`config.mk`:
```
export PLATFORM = sky130hd
export DESIGN_NAME = change_dispenser_flat
export DESIGN_NICKNAME = d
export VERILOG_FILES = /design/src/rtl/change_dispenser_if.sv /design/src/rtl/change_dispenser.sv /design/src/flat_wrapper.sv
export SDC_FILE = /design/constraint.sdc
export NUM_CORES = 1
export LEC_CHECK = 0
export CORE_ASPECT_RATIO = 1.5
export CORE_MARGIN = 4
export CORE_UTILIZATION = 50
export CTS_BUF_LIST = sky130_fd_sc_hd__clkbuf_4
export DETAILED_ROUTE_END_ITERATION = 6
export HOLD_SLACK_MARGIN = 0.06
export PLACE_DENSITY = 0.7
export SYNTH_ARGS = -nofsm -noshare
export SYNTH_HDL_FRONTEND = slang
export SYNTH_SLANG_ARGS = --single-unit
```
`constraint.sdc`:
```
create_clock -name clk -period 4.8 [get_ports clk]
set_input_delay 0.96 -clock clk [delete_from_list [all_inputs] [get_ports clk]]
set_output_delay 0.96 -clock clk [all_outputs]
set_load 0.02 [all_outputs]
```
`src/rtl/change_dispenser_if.sv`:
```
// Change-request handshake between a requester and the dispenser.
interface change_dispenser_if;
  logic       req_valid;
  logic [7:0] req_amount;
  logic       req_ready;

  modport master (output req_valid, req_amount, input req_ready);
  modport slave  (input req_valid, req_amount, output req_ready);
endinterface

```
`src/rtl/change_dispenser.sv`:
```
// Greedy coin dispenser: pays out a requested amount one coin at a time,
// largest available denomination first, with timed eject pulses.
module change_dispenser #(
  parameter int PULSE_CYC = 4,
  parameter int GAP_CYC   = 4,
  parameter int INV_INIT  = 8
) (
  input  logic                clk,
  input  logic                rst,
  change_dispenser_if.slave   req,
  input  logic                abort,
  input  logic                refill,
  output logic [4:0]          coin_pulse,
  output logic                busy,
  output logic                done,
  output logic                short,
  output logic [7:0]          remaining,
  output logic [4:0]          coin_empty
);

  localparam int NUM_DEN = 5;
  localparam logic [NUM_DEN-1:0][7:0] DENOM = {8'd50, 8'd20, 8'd10, 8'd5, 8'd1};
  localparam logic [7:0] PCYC = 8'(PULSE_CYC - 1);
  localparam logic [7:0] GCYC = 8'(GAP_CYC - 1);
  localparam logic [7:0] INV8 = 8'(INV_INIT);

  typedef enum logic [2:0] {IDLE, SELECT, PULSE, GAP, FINISH} state_t;

  state_t                    state;
  logic [NUM_DEN-1:0][7:0]   inv;
  logic [7:0]                cnt;
  logic [NUM_DEN-1:0]        cand, pick;
  logic [7:0]                sel_amt;
  logic                      hs;

  assign req.req_ready = (state == IDLE);
  assign hs            = req.req_valid && (state == IDLE);

  for (genvar i = 0; i < NUM_DEN; i++) begin : g_den
    assign cand[i]       = (DENOM[i] <= remaining) && (inv[i] != 8'd0);
    assign coin_empty[i] = (inv[i] == 8'd0);
  end

  // Highest-value eligible denomination wins.
  always_comb begin
    pick    = '0;
    sel_amt = '0;
    for (int k = NUM_DEN-1; k >= 0; k--)
      if (cand[k] && pick == '0) begin
        pick[k] = 1'b1;
        sel_amt = DENOM[k];
      end
  end

  always_ff @(posedge clk or negedge rst) begin
    if (!rst) begin
      state      <= IDLE;
      inv        <= {NUM_DEN{INV8}};
      cnt        <= '0;
      remaining  <= '0;
      coin_pulse <= '0;
      done       <= 1'b0;
      short      <= 1'b0;
      busy       <= 1'b0;
    end else begin
      done  <= 1'b0;
      short <= 1'b0;
      case (state)
        IDLE: begin
          if (refill) inv <= {NUM_DEN{INV8}};
          if (hs) begin
            remaining <= req.req_amount;
            busy      <= 1'b1;
            if (req.req_amount == 8'd0) begin
              state <= FINISH;
              done  <= 1'b1;
            end else begin
              state <= SELECT;
            end
          end
        end
        SELECT: begin
          if (abort || pick == '0) begin
            state <= FINISH;
            done  <= 1'b1;
            short <= (remaining != 8'd0);
          end else begin
            for (int k = 0; k < NUM_DEN; k++)
              if (pick[k]) inv[k] <= inv[k] - 8'd1;
            remaining  <= remaining - sel_amt;
            coin_pulse <= pick;
            cnt        <= PCYC;
            state      <= PULSE;
          end
        end
        PULSE: begin
          if (abort) begin
            coin_pulse <= '0;
            state      <= FINISH;
            done       <= 1'b1;
            short      <= (remaining != 8'd0);
          end else if (cnt == 8'd0) begin
            coin_pulse <= '0;
            cnt        <= GCYC;
            state      <= GAP;
          end else begin
            cnt <= cnt - 8'd1;
          end
        end
        GAP: begin
          if (abort || (cnt == 8'd0 && remaining == 8'd0)) begin
            state <= FINISH;
            done  <= 1'b1;
            short <= (remaining != 8'd0);
          end else if (cnt == 8'd0) begin
            state <= SELECT;
          end else begin
            cnt <= cnt - 8'd1;
          end
        end
        FINISH: begin
          state <= IDLE;
          busy  <= 1'b0;
        end
        default: begin
          state <= IDLE;
          busy  <= 1'b0;
        end
      endcase
    end
  end

endmodule
```
`src/flat_wrapper.sv`:
```
// flat-port wrapper written by rule: the top's interface ports become plain ports
module change_dispenser_flat 
#(
  parameter int PULSE_CYC = 4,
  parameter int GAP_CYC   = 4,
  parameter int INV_INIT  = 8
)
  (clk, rst, abort, refill, coin_pulse, busy, done, short, remaining, coin_empty, req_req_valid, req_req_amount, req_req_ready);
  change_dispenser_if req_i ();
  input  logic clk;
  input  logic rst;
  input  logic abort;
  input  logic refill;
  output logic [4:0] coin_pulse;
  output logic busy;
  output logic done;
  output logic short;
  output logic [7:0] remaining;
  output logic [4:0] coin_empty;
  input wire logic [$bits(req_i.req_valid)-1:0] req_req_valid;
  input wire logic [$bits(req_i.req_amount)-1:0] req_req_amount;
  output wire logic [$bits(req_i.req_ready)-1:0] req_req_ready;
  assign req_i.req_valid = req_req_valid;
  assign req_i.req_amount = req_req_amount;
  assign req_req_ready = req_i.req_ready;
  change_dispenser #(.PULSE_CYC(PULSE_CYC), .GAP_CYC(GAP_CYC), .INV_INIT(INV_INIT)) u_core (.clk(clk), .rst(rst), .req(req_i), .abort(abort), .refill(refill), .coin_pulse(coin_pulse), .busy(busy), .done(done), .short(short), .remaining(remaining), .coin_empty(coin_empty));
endmodule
```
==> flow_metrics.env, run 1 <==
export IMPL_drtIter0Drc=190
export IMPL_viasPerCell=5.84
export IMPL_clk_pin_slew_worst_paths_ps=110
export IMPL_ctsHtreeMaxLevel=3
export IMPL_antennaDiodeCount=0
export IMPL_die_height_um=116
export IMPL_port_buffer_count=34
export IMPL_start_util=0.513
export IMPL_dieArea_um2=9320
export IMPL_layout_drive_gt1_share=0.0794
export IMPL_cts_sinks=67
export IMPL_power_density_nw_per_um2=706
export IMPL_rrSetupSlack_ps=1030
export IMPL_postCtsResizedCells=0
export IMPL_hold_path_depth=1
export IMPL_postSynth_asyncResetShare=1.00
export IMPL_drv_cap=0
export IMPL_grt_util_all_layers=0.220
export IMPL_tightest_slew_ps=784
export IMPL_worstSetupEndpointType="flip-flop"
export IMPL_p_leak_uw=0.00188
export IMPL_timing_rr_start="u_core.inv[32]$_DFFE_PN0P_"
export IMPL_num_nets_final=490
export IMPL_final_max_slew_viol_count=0
export IMPL_finalPower_uw=3160
export IMPL_cts_tree="done"
export IMPL_grt_pass1_wl_mm=15.7
export IMPL_fillCellCount=714
export IMPL_first_pass_iters=4
export IMPL_final_cell_mix="62 x dfrtp_1, 41 x nor2_1, 33 x clkdlybuf4s50_1"
export IMPL_min_period_ps=3770
export IMPL_hold_path_startpoint="u_core.cnt[1]$_DFFE_PN0P_"
export IMPL_wl_per_cell_um=16.5
export IMPL_final_hold_viol_count=0
export IMPL_ir_worst_vdd_mv=0.398
export IMPL_synth_edf_count=0
export IMPL_hold_path_class="reg -> reg"
export IMPL_rows=39
export IMPL_hold_buffers=0
export IMPL_seq_area_frac_synth=0.431
export IMPL_layout_commonest_cell="dfrtp_1"
export IMPL_r2r_end="u_core.remaining[6]$_DFFE_PN0P_"
export IMPL_finalSetupViolations=0
export IMPL_synth_area_per_cell_um2=9.12
export IMPL_r2r_cells=15
export IMPL_cts_setup_buffers=0
export IMPL_worstPathRequired_ps=5150
export IMPL_worstPathMaxFanout=8
export IMPL_gp_congestion=0.894
export IMPL_clk_latency_ps=420
export IMPL_die_w_um=80.2
export IMPL_drt_total_wl_mm=9.39
export IMPL_rsz0062_at_grt="false"
export IMPL_syn_num_nets=456
export IMPL_setup_tns_ps=0
export IMPL_synth_flop_cell="dfrtp_1"
export IMPL_grt_max_degree=43
export IMPL_ioPinCount=35
export IMPL_status="completed"
export IMPL_dp_hpwl_mm=6.72
export IMPL_numCtsBuffers=9
export IMPL_yosysWarnings=0
export IMPL_ys_types=64
export IMPL_fmax_mhz=265
export IMPL_syn_area_um2=3900
export IMPL_final_antenna_net_count=0
export IMPL_timing_slew_headroom=0.470
export IMPL_startpoint_type="flip-flop"
export IMPL_hold_end="u_core.cnt[1]$_DFFE_PN0P_"
export IMPL_area_growth_pct=14.5
export IMPL_fin_crit_sh=0.786
export IMPL_critPathKind="reg -> reg"
export IMPL_vias=3319
export IMPL_clk_path_buf_depth=2
export IMPL_ys_ff_latch=67
export IMPL_antenna_found_initial=0
export IMPL_grt_pass1_vias=3234
export IMPL_regArea_um2=1680
export IMPL_drc=0
export IMPL_clock_root_buffer="clkbuf_4"
export IMPL_arrival_ps=4120
export IMPL_overflow=0
export IMPL_skew_ps=12.3
export IMPL_syn_inst=428
export IMPL_core_area_um2=7610
export IMPL_multi_input_comb_area_um2=2040
export IMPL_crit_start="u_core.inv[32]$_DFFE_PN0P_"
==> through the flow <==
stage	std cells	instance area [um2]	util	hold slack [ps]	setup slack [ps]
finish	568	4470	0.587	496	1030
global route	568	4470	0.587	509	719
CTS	568	4470	0.587	500	1020
detailed placement	553	4320	0.567	475	1020
global placement	553	4320	0.567	468	1120
floorplan	428	3910	-	458	1230
==> flip-flops by register name (all words and copies together), names as in the netlist <==
register / flops
u_core.inv: 40
u_core.remaining: 8
u_core.short: 1
u_core.done: 1
u_core.cnt: 8
u_core.coin_pulse: 5
u_core.busy: 1
u_core.state: 3
==> worst max-delay path by stage <==
stage               cells past startpoint                         endpoint  slack (ps)
CTS                                    15  u_core.remaining[6]$_DFFE_PN0P_        1020
global placement                       14  u_core.remaining[4]$_DFFE_PN0P_        1120
detailed placement                     15  u_core.remaining[6]$_DFFE_PN0P_        1020
finish                                 15  u_core.remaining[6]$_DFFE_PN0P_        1030
global route                           15  u_core.remaining[6]$_DFFE_PN0P_         720
floorplan                              16  u_core.remaining[4]$_DFFE_PN0P_        1230
==> synth_stat cells, types with 2 or more instances <==
master | n | area, um2
nor2b_1 | 2 | 12.5
or4_1 | 10 | 75.1
nor2_1 | 41 | 154
ha_1 | 14 | 175
or2_2 | 2 | 12.5
dfrtp_1 | 62 | 1550
nand2b_1 | 8 | 50.1
o211ai_1 | 9 | 67.6
a21oi_1 | 18 | 90.1
o21ai_0 | 29 | 145
o21a_1 | 5 | 37.5
dfstp_2 | 5 | 131
clkbuf_1 | 11 | 41.3
or3_1 | 17 | 106
xnor2_1 | 15 | 131
nor4_1 | 13 | 81.3
nand3b_1 | 2 | 15.0
nand2_1 | 32 | 120
nand4b_1 | 2 | 17.5
inv_1 | 28 | 105
a31oi_1 | 6 | 37.5
nand3_1 | 18 | 90.1
nand4_1 | 2 | 12.5
o21ai_1 | 4 | 20.0
xor2_1 | 3 | 26.3
a21o_1 | 2 | 15.0
mux2_4 | 4 | 60.1
o32a_1 | 2 | 20.0
nor3_1 | 19 | 95.1
o31ai_1 | 9 | 67.6
==> power breakdown <==
group | total, uW | switching (uW) | internal, uW
combinational | 1730 | 1010 | 715
clock | 423 | 198 | 225
sequential | 1010 | 228 | 779
==> per-layer routing <==
layer | vias up | GRT usage | part of all wire
met5 | - | 0 | 0
met2 | 53 | 0.373 | 0.51
met4 | 0 | 0.0868 | 0.019
met1 | 1626 | 0.271 | 0.44
li1 | 1628 | - | -
met3 | 12 | 0.0502 | 0.031
==> logic make-up (layout without fill, tap and decap cells) <==
kind of cell,after synthesis,count (layout),synth area share
mux,7,7,0.0237
xor+xnor,18,18,0.0404
fa+ha+maj,15,15,0.0500
simple gates,176,176,0.234
flops,67,67,0.431
buf+inv,42,80,0.0455
compound gates,103,103,0.176
==> layout make-up <==
type	instances	share of cell area
multi-input combinational	319	0.457
tap	102	0.0285
inverter	28	0.0235
timing repair buffer	37	0.0800
clock inverter	3	0.0143
sequential	67	0.376
clock buffer	12	0.0201
==> worst max-delay path, cell delays in order, from the launching register on <==
cell      delay, ps
dfrtp_1         410
inv_1            60
ha_1            160
or3b_4          400
o32a_1          440
or3_1           540
nor2_1          150
ha_1            170
inv_1            50
fa_1            400
a21o_1          170
a21oi_1         200
o21ai_0         150
nor3_1          170
a21oi_1          60
o211ai_1        180
(Power assumes the default switching activity.)
==> run 2: changes to the inputs <==
--- a/config.mk
+++ b/config.mk
@@ -11,7 +11,7 @@
 export CTS_BUF_LIST = sky130_fd_sc_hd__clkbuf_4
 export DETAILED_ROUTE_END_ITERATION = 6
 export HOLD_SLACK_MARGIN = 0.06
-export PLACE_DENSITY = 0.7
+export PLACE_DENSITY = 0.73
 export SYNTH_ARGS = -nofsm -noshare
 export SYNTH_HDL_FRONTEND = slang
 export SYNTH_SLANG_ARGS = --single-unit
==> constraint.sdc (replaced) <==
create_clock -name clk -period 3.1 [get_ports clk]
set_input_delay 0.62 -clock clk [delete_from_list [all_inputs] [get_ports clk]]
set_output_delay 0.62 -clock clk [all_outputs]
set_load 0.02 [all_outputs]
==> run 2 against run 1 <==
Against the previous run:
- the run now ends with negative setup slack left
- die area did not move
- clock skew rose by 0.51 ps
- flip-flop and latch count did not move
- sequential share of layout area fell by 4.2 points
- final area rose by 12%
- register-to-register slack got worse by 1300 ps
==> flow_metrics.env, run 2 (synthesized netlist as in run 1, its figures left out) <==
export IMPL_numCtsBuffers=9
export IMPL_power_density_nw_per_um2=1140
export IMPL_p_leak_uw=0.00219
export IMPL_hold_path_class="in -> async"
export IMPL_viasPerCell=5.88
export IMPL_clk_pin_slew_worst_paths_ps=110
export IMPL_layout_drive_gt1_share=0.227
export IMPL_largest_reg_flops=40
export IMPL_grt_pass1_vias=3646
export IMPL_skew_ps=12.8
export IMPL_violations="negative setup slack"
export IMPL_holdWs_ps=242
export IMPL_clk_latency_ps=410
export IMPL_final_hold_viol_count=0
export IMPL_crit_end="u_core.remaining[7]$_DFFE_PN0P_"
export IMPL_met3_length_um=393
export IMPL_area_growth_pct=28.8
export IMPL_final_antenna_net_count=0
export IMPL_clock_root_buffer="clkbuf_4"
export IMPL_first_pass_iters=7
export IMPL_drv_cap=0
export IMPL_worstPathRequired_ps=3430
export IMPL_dp_hpwl_mm=7.58
export IMPL_port_buffer_count=34
export IMPL_clk_path_buf_depth=2
export IMPL_tightest_slew_ps=705
export IMPL_fin_crit_sh=1.07
export IMPL_final_area_um2=5030
export IMPL_final_max_slew_viol_count=0
export IMPL_power_switching_share=0.443
export IMPL_start_util=0.513
export IMPL_ctsHtreeMaxLevel=3
export IMPL_gp_congestion=0.927
export IMPL_drc=0
export IMPL_wl_per_cell_um=16.6
export IMPL_r2r_end="u_core.remaining[7]$_DFFE_PN0P_"
export IMPL_top_regs="u_core.inv x40, u_core.cnt x8, u_core.remaining x8"
export IMPL_finalNonFillerCells=626
export IMPL_die_w_um=80.2
export IMPL_critPathKind="reg -> reg"
export IMPL_seq_power_share=0.259
export IMPL_drtIter0Drc=187
export IMPL_rows=39
export IMPL_p_int_uw=3210
export IMPL_wl_met2_mm=5.56
export IMPL_die_height_um=116
export IMPL_dpl_cell_area_um2=4740
export IMPL_power_switching_uw=2550
export IMPL_rrSetupSlack_ps=-220
export IMPL_antennaDiodeCount=0
export IMPL_cts_sinks=67
export IMPL_finalSetupViolations=5
export IMPL_finalPower_uw=5750
export IMPL_startpoint_type="flip-flop"
export IMPL_num_nets_final=547
export IMPL_grt_util_all_layers=0.237
export IMPL_wl_met1_mm=4.09
export IMPL_multi_input_comb_area_um2=2160
export IMPL_dp_cells=605
export IMPL_fmax_mhz=301
export IMPL_worst_slack_ps=-224
export IMPL_status="complete, but fails checks"
export IMPL_hold_buffers=0
export IMPL_r2r_cells=14
export IMPL_regArea_um2=1680
export IMPL_core_area_um2=7610
export IMPL_worstSetupEndpointType="flip-flop"
export IMPL_arrival_ps=3650
export IMPL_p_comb_frac=0.630
export IMPL_vias=3678
export IMPL_grt_max_degree=39
export IMPL_rsz0062_at_grt="true"
export IMPL_routed_top_layer="met4"
export IMPL_min_period_ps=3320
export IMPL_timing_rr_start="u_core.inv[32]$_DFFE_PN0P_"
export IMPL_final_cell_mix="62 x dfrtp_1, 59 x buf_4, 38 x nor2_1"
export IMPL_crit_start="u_core.inv[32]$_DFFE_PN0P_"
export IMPL_timing_slew_headroom=0.530
export IMPL_cts_tree="done"
export IMPL_grt_pass1_wl_mm=17.1
export IMPL_fillCellCount=641
export IMPL_antenna_found_initial=0
export IMPL_layout_commonest_cell="dfrtp_1"
export IMPL_dieArea_um2=9320
export IMPL_drt_total_wl_mm=10.4
export IMPL_worstPathMaxFanout=4
export IMPL_setup_tns_ps=-711
export IMPL_overflow=0
export IMPL_ioPinCount=35
export IMPL_max_flop_register="u_core.inv"
export IMPL_ir_worst_vdd_mv=0.777
export IMPL_power_frac_clock=0.111
[run 2: power by group through the flow]
stage	Clock, uW	Combinational [uW]	Sequential [uW]
3_3_place_gp	0	3260	1470
6_report	640	3620	1490
5_1_grt	692	3950	1530
3_5_place_dp	0	3340	1490
4_1_cts	653	3430	1480
2_1_floorplan	0	1910	1580
[run 2: routing by layer]
layer | GRT usage | vias to the layer above
met5 | 0 | -
met4 | 0.122 | 0
met3 | 0.0394 | 29
met2 | 0.421 | 94
met1 | 0.271 | 1800
li1 | - | 1755
[run 2: cell type report]
| cell class | instances | area share |
|---|---|---|
| well taps | 102 | 0.0254 |
| inverters | 28 | 0.0209 |
| clock buffers | 10 | 0.0149 |
| clock inverters | 6 | 0.0159 |
| repair buffers | 94 | 0.158 |
| flip-flops and latches | 67 | 0.335 |
| multi-input cells | 319 | 0.430 |
[run 2: worst max-delay path: stages, from the launching register on]
cell and delay (ps):
dfrtp_1 400, inv_2 80, ha_4 140, or3b_4 370
o32a_1 320, or3_4 420, nor2_4 130, nor2_2 60
ha_4 180, nor2_1 180, a21oi_2 100, o21a_1 190
o21a_1 210, o41a_1 310, o211ai_1 160
[run 2: worst min path at each step]
stage	to	slack, ps	depth (start not counted)
6_report	u_core.inv[7]$_DFFE_PN0P_	240	1
5_1_grt	u_core.inv[7]$_DFFE_PN0P_	260	1
4_1_cts	u_core.inv[7]$_DFFE_PN0P_	240	1
3_5_place_dp	u_core.cnt[1]$_DFFE_PN0P_	480	1
3_3_place_gp	u_core.cnt[1]$_DFFE_PN0P_	470	1
2_1_floorplan	u_core.busy$_DFFE_PN0P_	320	0
[run 2: stage by stage]
stage | utilization | setup slack, ps
detailed placement | 0.623 | -341
finish | 0.661 | -224
floorplan | - | -289
CTS | 0.651 | -195
global route | 0.661 | -353
global placement | 0.623 | -174
[run 2: what timing repair did]
action / in CTS / in global routing
setup buffers: 3 / 2
pin swaps: 2 / 11
setup endpoints to repair: 8 / 6
gates resized for setup: 16 / 12
